==> src/rtl/cpu_types_pkg.sv <==
// Shared CPU type definitions: request-unit state encoding and watchdog sizing.
package cpu_types_pkg;

    typedef enum logic [1:0] {
        FETCH  = 2'd0,
        DMEM   = 2'd1,
        HALTED = 2'd2
    } reqstate_t;

    localparam int WDOG_W = 16;

endpackage

==> src/rtl/sat_counter.sv <==
// Up-counter that sticks at all-ones instead of wrapping.
module sat_counter #(
    parameter int W = 32
) (
    input  logic         CLK,
    input  logic         nRST,
    input  logic         inc,
    output logic [W-1:0] count
);

    always_ff @(posedge CLK or negedge nRST) begin
        if (!nRST) begin
            count <= '0;
        end else if (inc && (count != '1)) begin
            count <= count + W'(1);
        end
    end

endmodule

==> src/rtl/request_unit.sv <==
// Memory request sequencer for the single-cycle datapath: fetch/data arbitration,
// sticky halt, performance counters and a data-access watchdog.
module request_unit
    import cpu_types_pkg::*;
#(
    parameter int CNT_W    = 32,
    parameter int WDOG_CYC = 1024
) (
    input  logic             CLK,
    input  logic             nRST,
    input  logic             DataRead,
    input  logic             DataWrite,
    input  logic             Halt,
    input  logic             ihit,
    input  logic             dhit,
    output logic             imemREN,
    output logic             dmemREN,
    output logic             dmemWEN,
    output logic             pcEn,
    output logic             halt,
    output logic             wdog_err,
    output logic [CNT_W-1:0] retired,
    output logic [CNT_W-1:0] stalls
);

    // Watchdog fires when the WDOG_CYC-th dhit-less DMEM cycle is under way.
    localparam logic [WDOG_W-1:0] WDOG_LAST = WDOG_W'(WDOG_CYC - 1);

    reqstate_t          state_q, state_d;
    logic               ren_q, ren_d;
    logic               wen_q, wen_d;
    logic [WDOG_W-1:0]  wdog_q, wdog_d;
    logic               halt_q, halt_d;
    logic               werr_q, werr_d;
    logic               inc_retired;
    logic               inc_stall;

    // NOTE: state uses non-blocking assignments so every register samples pre-edge values.
    always_ff @(posedge CLK or negedge nRST) begin
        if (!nRST) begin
            state_q <= FETCH;
            ren_q   <= 1'b0;
            wen_q   <= 1'b0;
            wdog_q  <= '0;
            halt_q  <= 1'b0;
            werr_q  <= 1'b0;
        end else begin
            state_q <= state_d;
            ren_q   <= ren_d;
            wen_q   <= wen_d;
            wdog_q  <= wdog_d;
            halt_q  <= halt_d;
            werr_q  <= werr_d;
        end
    end

    // NOTE: every output of this block is defaulted first so no path infers a latch.
    always_comb begin
        state_d     = state_q;
        ren_d       = ren_q;
        wen_d       = wen_q;
        wdog_d      = wdog_q;
        halt_d      = halt_q;
        werr_d      = werr_q;
        imemREN     = 1'b0;
        dmemREN     = 1'b0;
        dmemWEN     = 1'b0;
        pcEn        = 1'b0;
        inc_retired = 1'b0;
        inc_stall   = 1'b0;

        unique case (state_q)
            FETCH: begin
                imemREN = 1'b1;
                if (!ihit) begin
                    inc_stall = 1'b1;
                end else if (Halt) begin
                    state_d     = HALTED;
                    halt_d      = 1'b1;
                    inc_retired = 1'b1;
                end else if (DataRead || DataWrite) begin
                    // A decode with both flags set is treated as a write.
                    state_d = DMEM;
                    wen_d   = DataWrite;
                    ren_d   = DataRead && !DataWrite;
                    wdog_d  = '0;
                end else begin
                    pcEn        = 1'b1;
                    inc_retired = 1'b1;
                end
            end

            DMEM: begin
                dmemREN = ren_q;
                dmemWEN = wen_q;
                if (dhit) begin
                    pcEn        = 1'b1;
                    inc_retired = 1'b1;
                    ren_d       = 1'b0;
                    wen_d       = 1'b0;
                    state_d     = FETCH;
                end else begin
                    inc_stall = 1'b1;
                    wdog_d    = wdog_q + WDOG_W'(1);
                    if (wdog_q == WDOG_LAST) begin
                        werr_d  = 1'b1;
                        halt_d  = 1'b1;
                        ren_d   = 1'b0;
                        wen_d   = 1'b0;
                        state_d = HALTED;
                    end
                end
            end

            HALTED: begin
                halt_d = 1'b1;
            end

            default: begin
                state_d = FETCH;
            end
        endcase
    end

    assign halt     = halt_q;
    assign wdog_err = werr_q;

    sat_counter #(.W(CNT_W)) u_retired (
        .CLK   (CLK),
        .nRST  (nRST),
        .inc   (inc_retired),
        .count (retired)
    );

    sat_counter #(.W(CNT_W)) u_stalls (
        .CLK   (CLK),
        .nRST  (nRST),
        .inc   (inc_stall),
        .count (stalls)
    );

endmodule

==> config.mk <==
export PLATFORM = sky130hd
export DESIGN_NAME = request_unit
export DESIGN_NICKNAME = d
export VERILOG_FILES = /design/src/rtl/cpu_types_pkg.sv /design/src/rtl/sat_counter.sv /design/src/rtl/request_unit.sv
export SDC_FILE = /design/constraint.sdc
export NUM_CORES = 1
export LEC_CHECK = 0
export ABC_AREA = 1
export CORE_MARGIN = 10
export CORE_UTILIZATION = 25
export DETAILED_ROUTE_END_ITERATION = 7
export PLACE_DENSITY_LB_ADDON = 0.05
export SLEW_MARGIN = 20
export SYNTH_ARGS = -nofsm -noshare
export SYNTH_HDL_FRONTEND = slang
export SYNTH_SLANG_ARGS = --single-unit
export TNS_END_PERCENT = 1
==> constraint.sdc <==
create_clock -name CLK -period 1.8 [get_ports CLK]
set_clock_uncertainty 0.1 [all_clocks]
set_input_delay 0.18 -clock CLK [delete_from_list [all_inputs] [get_ports CLK]]
set_output_delay 0.18 -clock CLK [all_outputs]
set_load 0.02 [all_outputs]
==> out/results.txt, run 1 <==
outcome -> finished, final reports clean
Worst IR Drop VDD -> 0.3929 mV
core area -> 0.02257 sq mm
max_slew headroom -> 72.72%
CP startpoint kind -> flip-flop
Reg2Reg Setup Slack -> 0.12 ns
Worst Hold Class -> in -> async
share of cells above drive strength 1 -> 14.61%
reg2reg end -> u_retired.count[31]
Site Rows -> 55
Ys Warns -> 0
number of setup violations in the final report -> 0
Iter 0 DRT Violations -> 279
first-pass GRT wire length -> 30950 um
post-synthesis compound-gate area fraction -> 3.027%
drt wl/cell -> 13.76 um
DR vias -> 5920
fin crit period -> 1.748 ns
H-tree depth -> 3
CP top delay family -> buffers and inverters
Worst setup startpoint -> u_retired.count[18]
Setup crit end kind -> output port
Yosys reg bits -> 86
Inserted Diodes -> 0
cell taking the most area after synthesis -> dfrtp_1
Yosys cell types -> 26
Critical Path RT -> 1.52 ns
Final ANT Viol Nets -> 0
Simple-Gate Fraction of Synth Area -> 47.47%
Critical Path Stages -> 2
port bufs -> 76
die area -> 0.02926 sq mm
utilization after layout -> 35.21%
vias in the first global route -> 5797
Post-Synth Adder-Cell Area -> 0.6580%
Synth Net Count -> 927
CTS max path bufs -> 2
RR Startpoint -> u_retired.count[0]
clk sinks -> 86
critical path's slowest cell -> clkdlybuf4s50_1
Layout Nets -> 1107
Die H -> 171.1 um
most frequent cells in the layout -> nand2_1 (454), nor2_1 (115), buf_4 (102)
CP Buf/Inv Count -> 2
Mean Syn Cell Area -> 6.221 sq um
GP Congestion -> 0.8516
crit-path cells -> buf_4 > clkdlybuf4s50_1
largest net degree at the start of global routing -> 34
worst slew pin tran -> 0.4076 ns
worst r2r path cells -> 11
TritonCTS Buffers -> 9
Worst Path Max Fanout -> 4
Post-Synth XOR/XNOR Area -> 3.685%
DP Area -> 0.007607 sq mm
antenna violations before repair -> 0
vias per inst -> 4.268
leakage power -> 4.005 nW
largest family of logic cells by synthesized area -> simple AND/OR/NAND/NOR gates
Post-Syn Instances -> 917
post-synthesis sequential area ratio -> 37.73%
post-route cell area -> 0.007948 sq mm
total global-route track usage -> 13.47%
RSZ-0062 raised after global routing -> yes
end point of the critical path -> retired[18]
period utilization -> 97.09%
Slew Viols, Final -> 0
Synth area leaders -> dfrtp_1 (38%), nand2_1 (30%), nor2_1 (8.2%)
io pins -> 77
hold_ws -> 0.1487 ns
Crit Path Category -> reg -> out
Worst path max stage delay -> 0.62 ns
maximum clock rate -> 0.5722 GHz
Die Span X -> 171.1 um
DRC errors left -> 0
Area Overhead vs Synth -> 39.33%
mux cell area share after synthesis -> 0%
Setup TNS -> 0 ns
commonest non-fill, non-tap cell in the layout -> nand2_1
top-area cell type share of the netlist area -> 37.73%
Clock Pin Slew Worst Setup and Hold Paths -> 0.07 ns
MaxCap Viol Count -> 0
Initial Util -> 25.27%
Syn Std Cell Area -> 0.005704 sq mm
Critical Path AT -> 1.47 ns
P per Cell Area -> 732.3 mW/mm^2
GRT overflow -> 0
Final Total Pwr -> 5.820 mW
Routed WL -> 19090 um
final hold violation count -> 0
CTS tree -> built
DP Wirelength -> 15250 um
First-pass DRT Iterations -> 4
worst-skew pair later-pin latency -> 0.35 ns
root buffer cell -> clkbuf_16
metal layers:
layer	wire length [um]	vias to the layer above	global-route usage, %
met3	708	10	3.226
met4	189	0	3.138
met1	9080	2647	16.70
li1	-	3181	-
met2	9112	82	23.01
met5	0	-	0
worst min path at each step:
stage,startpoint,slack (ns),cells after the start,end
5_1_grt,nRST,0.16,2,u_retired.count[4]
3_5_place_dp,nRST,-0.02,1,u_retired.count[4]
4_1_cts,nRST,0.15,2,u_retired.count[4]
2_1_floorplan,nRST,-0.22,0,halt
6_report,nRST,0.15,2,u_retired.count[3]
3_3_place_gp,nRST,-0.02,1,u_retired.count[4]
per-stage QoR:
| stage | setup WS (ns) | std cells |
|---|---|---|
| after floorplan | -0.01450 | 917 |
| after global placement | -0.06288 | 1370 |
| after detailed placement | -0.09787 | 1370 |
| after CTS | -0.02331 | 1387 |
| after global routing | -0.008031 | 1387 |
| final | 0.05244 | 1387 |
final cells by class:
class	instances	area (sq um)
Timing Repair Buffer	184	1652
Sequential cell	86	2158
Clock inverter	4	22.52
Multi-Input combinational cell	731	3188
Clock buffer	12	246.5
Tap cell	285	356.6
Inverter	85	324.1
Fill cell	2502	14620
power breakdown:
part / switching (mW) / internal [mW] / leakage (nW) / total, mW
sequential: 0.145 / 2.08 / 1.18 / 2.23
combinational: 1.07 / 0.725 / 2.70 / 1.80
clock: 0.826 / 0.970 / 0.132 / 1.80
registers in the layout (all words and copies together), names as in the netlist:
register / cells
u_retired.count: 32
u_stalls.count: 32
wdog_q: 16
state_q: 2
halt: 1
ren_q: 1
wdog_err: 1
wen_q: 1
synth_stat cells, drive strengths merged:
cell    number
o21ai       26
a21oi        1
o31ai        2
o21bai       3
nand4       17
nand3       57
clkbuf       3
nand3b       1
xnor2       14
dfrtp       86
xor2        10
nor3         2
nand2      463
inv         85
or2          3
nor2       129
buf         12
ha           3
logic make-up (layout without fill, tap and decap cells):
logic type               after synthesis  count (layout)
AO/OA/AOI/OAI                         32              32
XOR/XNOR                              24              24
adder cells (fa/ha/maj)                3               3
buffers and inverters                100             285
flip-flops                            86              86
AND/OR/NAND/NOR                      672             672
what timing repair did:
action | CTS | global route
setup buffers | 0 | 0
gates cloned | 0 | 0
hold endpoints to repair | 86 | 0
resized for setup | 16 | 35
pin swaps | 0 | 1
hold buffers | 1 | 0
setup endpoints to repair | 10 | 80
worst reg2reg max path: stages, from the launching register on:
cell     delay (ns)
dfrtp_2        0.38
ha_4           0.13
inv_1          0.05
nor2_4         0.17
nand2_4        0.09
nor2_4         0.14
nand2_4        0.08
nand2_4        0.09
inv_2          0.06
buf_12         0.15
nand2_1        0.08
nand2_1        0.06
No activity file was read; power rests on OpenSTA's default activity.
==> inputs of run 2 (changes only) <==
Settings changed: CAP_MARGIN set to 25, SETUP_SLACK_MARGIN set to 0.3.
==> run 2 against run 1 <==
Design area grew 5.8%. Largest power group unchanged. Critical path type is now reg -> reg. Power grew 14%. Core utilization grew 2.0 points. Global-route usage grew 0.34 points. Setup slack gained 0.036 ns. Count of clock-buffer cells in the layout shrank 1. Final cell count grew 0.50%. Largest cell class unchanged. Clock power grew 24%.
==> out/results.txt, run 2 (synthesis results as in run 1) <==
outcome -> finished, final reports clean
Layout Nets -> 1114
GRT overflow -> 0
root buffer cell -> clkbuf_16
RR Startpoint -> u_retired.count[1]
clk sinks -> 86
vias per inst -> 4.377
H-tree depth -> 3
DR vias -> 6101
drt wl/cell -> 14.19 um
CTS max path bufs -> 2
Inserted Diodes -> 0
first-pass GRT wire length -> 32200 um
io pins -> 77
CP startpoint kind -> flip-flop
largest net degree at the start of global routing -> 30
worst slew pin tran -> 0.4482 ns
Die Span X -> 171.1 um
worst-skew pair later-pin latency -> 0.35 ns
number of setup violations in the final report -> 0
final hold violation count -> 0
share of cells above drive strength 1 -> 26.15%
First-pass DRT Iterations -> 5
Critical Path AT -> 1.89 ns
MaxCap Viol Count -> 0
GP Congestion -> 0.8289
Worst Hold Class -> in -> async
CP top delay family -> simple AND/OR/NAND/NOR gates
core area -> 0.02257 sq mm
most frequent cells in the layout -> nand2_1 (412), buf_4 (106), nor2_1 (94)
post-route insts no fill -> 1394
placed instance count -> 1368
utilization after layout -> 37.24%
FILL cells -> 2468
Slew Viols, Final -> 0
Crit Path Category -> reg -> reg
Setup crit end kind -> flip-flop
maximum clock rate -> 0.5841 GHz
Initial Util -> 25.27%
commonest non-fill, non-tap cell in the layout -> nand2_1
Routed WL -> 19780 um
hold_ws -> 0.2176 ns
die area -> 0.02926 sq mm
Clock Pin Slew Worst Setup and Hold Paths -> 0.08 ns
max_slew headroom -> 70.12%
leakage power -> 4.521 nW
top flop regs -> u_retired.count: 32 flops, u_stalls.count: 32 flops, wdog_q: 16 flops
port bufs -> 76
multi-input logic area -> 0.003512 sq mm
fin crit period -> 1.712 ns
CP Buf/Inv Count -> 3
TritonCTS Buffers -> 9
Die H -> 171.1 um
FF/Latch Area -> 0.002180 sq mm
DRC errors left -> 0
Area Overhead vs Synth -> 47.36%
reg2reg end -> u_retired.count[2]
antenna violations before repair -> 0
P per Cell Area -> 791.6 mW/mm^2
Site Rows -> 55
worst r2r path cells -> 11
Final ANT Viol Nets -> 0
total global-route track usage -> 13.81%
vias in the first global route -> 6149
Worst Path Max Fanout -> 9
DP Wirelength -> 15080 um
Worst IR Drop VDD -> 0.4830 mV
Iter 0 DRT Violations -> 332
CTS tree -> built
Reg2Reg Setup Slack -> 0.09 ns
Critical Path RT -> 1.97 ns
RSZ-0062 raised after global routing -> yes
CP dominant cell by count -> nand2_4
critical path's slowest cell -> dfrtp_2
Worst path max stage delay -> 0.39 ns
crit-path cells -> ha_4 > inv_2 > nor2_4 > nand2_4 > nor2_4 > nand2_4 > nand2_4 > buf_8 > buf_12 > nand2_1 > o21ai_1
period utilization -> 95.11%
==> run 2: area by class of cell <==
class	instances	share of cell area (%)
Multi-Input combinational cell	731	41.78
Sequential cell	86	25.93
Timing Repair Buffer	191	19.81
Tap cell	285	4.242
Inverter	85	4.198
Clock buffer	11	2.769
Clock inverter	5	1.265
==> run 2: worst max-delay path by stage <==
stage / from / end / slack, ns / cells past startpoint
after detailed placement: DataRead / u_retired.count[23] / -0.13 / 10
after CTS: u_stalls.count[21] / stalls[21] / 0.06 / 2
after global routing: u_retired.count[1] / u_retired.count[24] / -0.01 / 11
after global placement: ihit / pcEn / -0.1 / 4
after floorplan: u_retired.count[0] / u_retired.count[10] / 0.07 / 12
final: u_retired.count[1] / u_retired.count[2] / 0.09 / 11
==> run 2: metal layers <==
metal  share of wire, %  vias to the layer above  track usage, %
li1                   -                     3207               -
met1                 50                     2804           18.17
met2                 46                       78           22.65
met3                2.8                       12           2.235
met4                1.5                        0           4.197
met5                  0                        -               0
==> run 2: stage by stage <==
step | setup TNS (ns) | area, sq um | setup slack, ns | total power [mW]
CTS | 0 | 8014 | 0.05686 | 6.482
finish | 0 | 8406 | 0.08801 | 6.654
global route | -0.05648 | 8406 | -0.01301 | 7.072
global placement | -2.216 | 7629 | -0.09634 | 4.143
floorplan | 0 | 5766 | 0.07473 | 3.260
detailed placement | -3.461 | 7629 | -0.1266 | 4.133
==> run 2: report_power, final <==
group / internal [mW] / switching, mW
Clock: 1.37 / 0.868
Sequential: 2.09 / 0.158
Combinational: 0.901 / 1.27
Total: 4.35 / 2.30
==> run 2: repair_timing <==
item | in CTS | in global routing
cloned | 1 | 1
buffers inserted | 3 | 4
pin swaps | 1 | 41
gates resized for setup | 59 | 230
hold buffers | 1 | 0
endpoints found under the hold margin | 26 | 0
endpoints found under the setup margin | 150 | 156
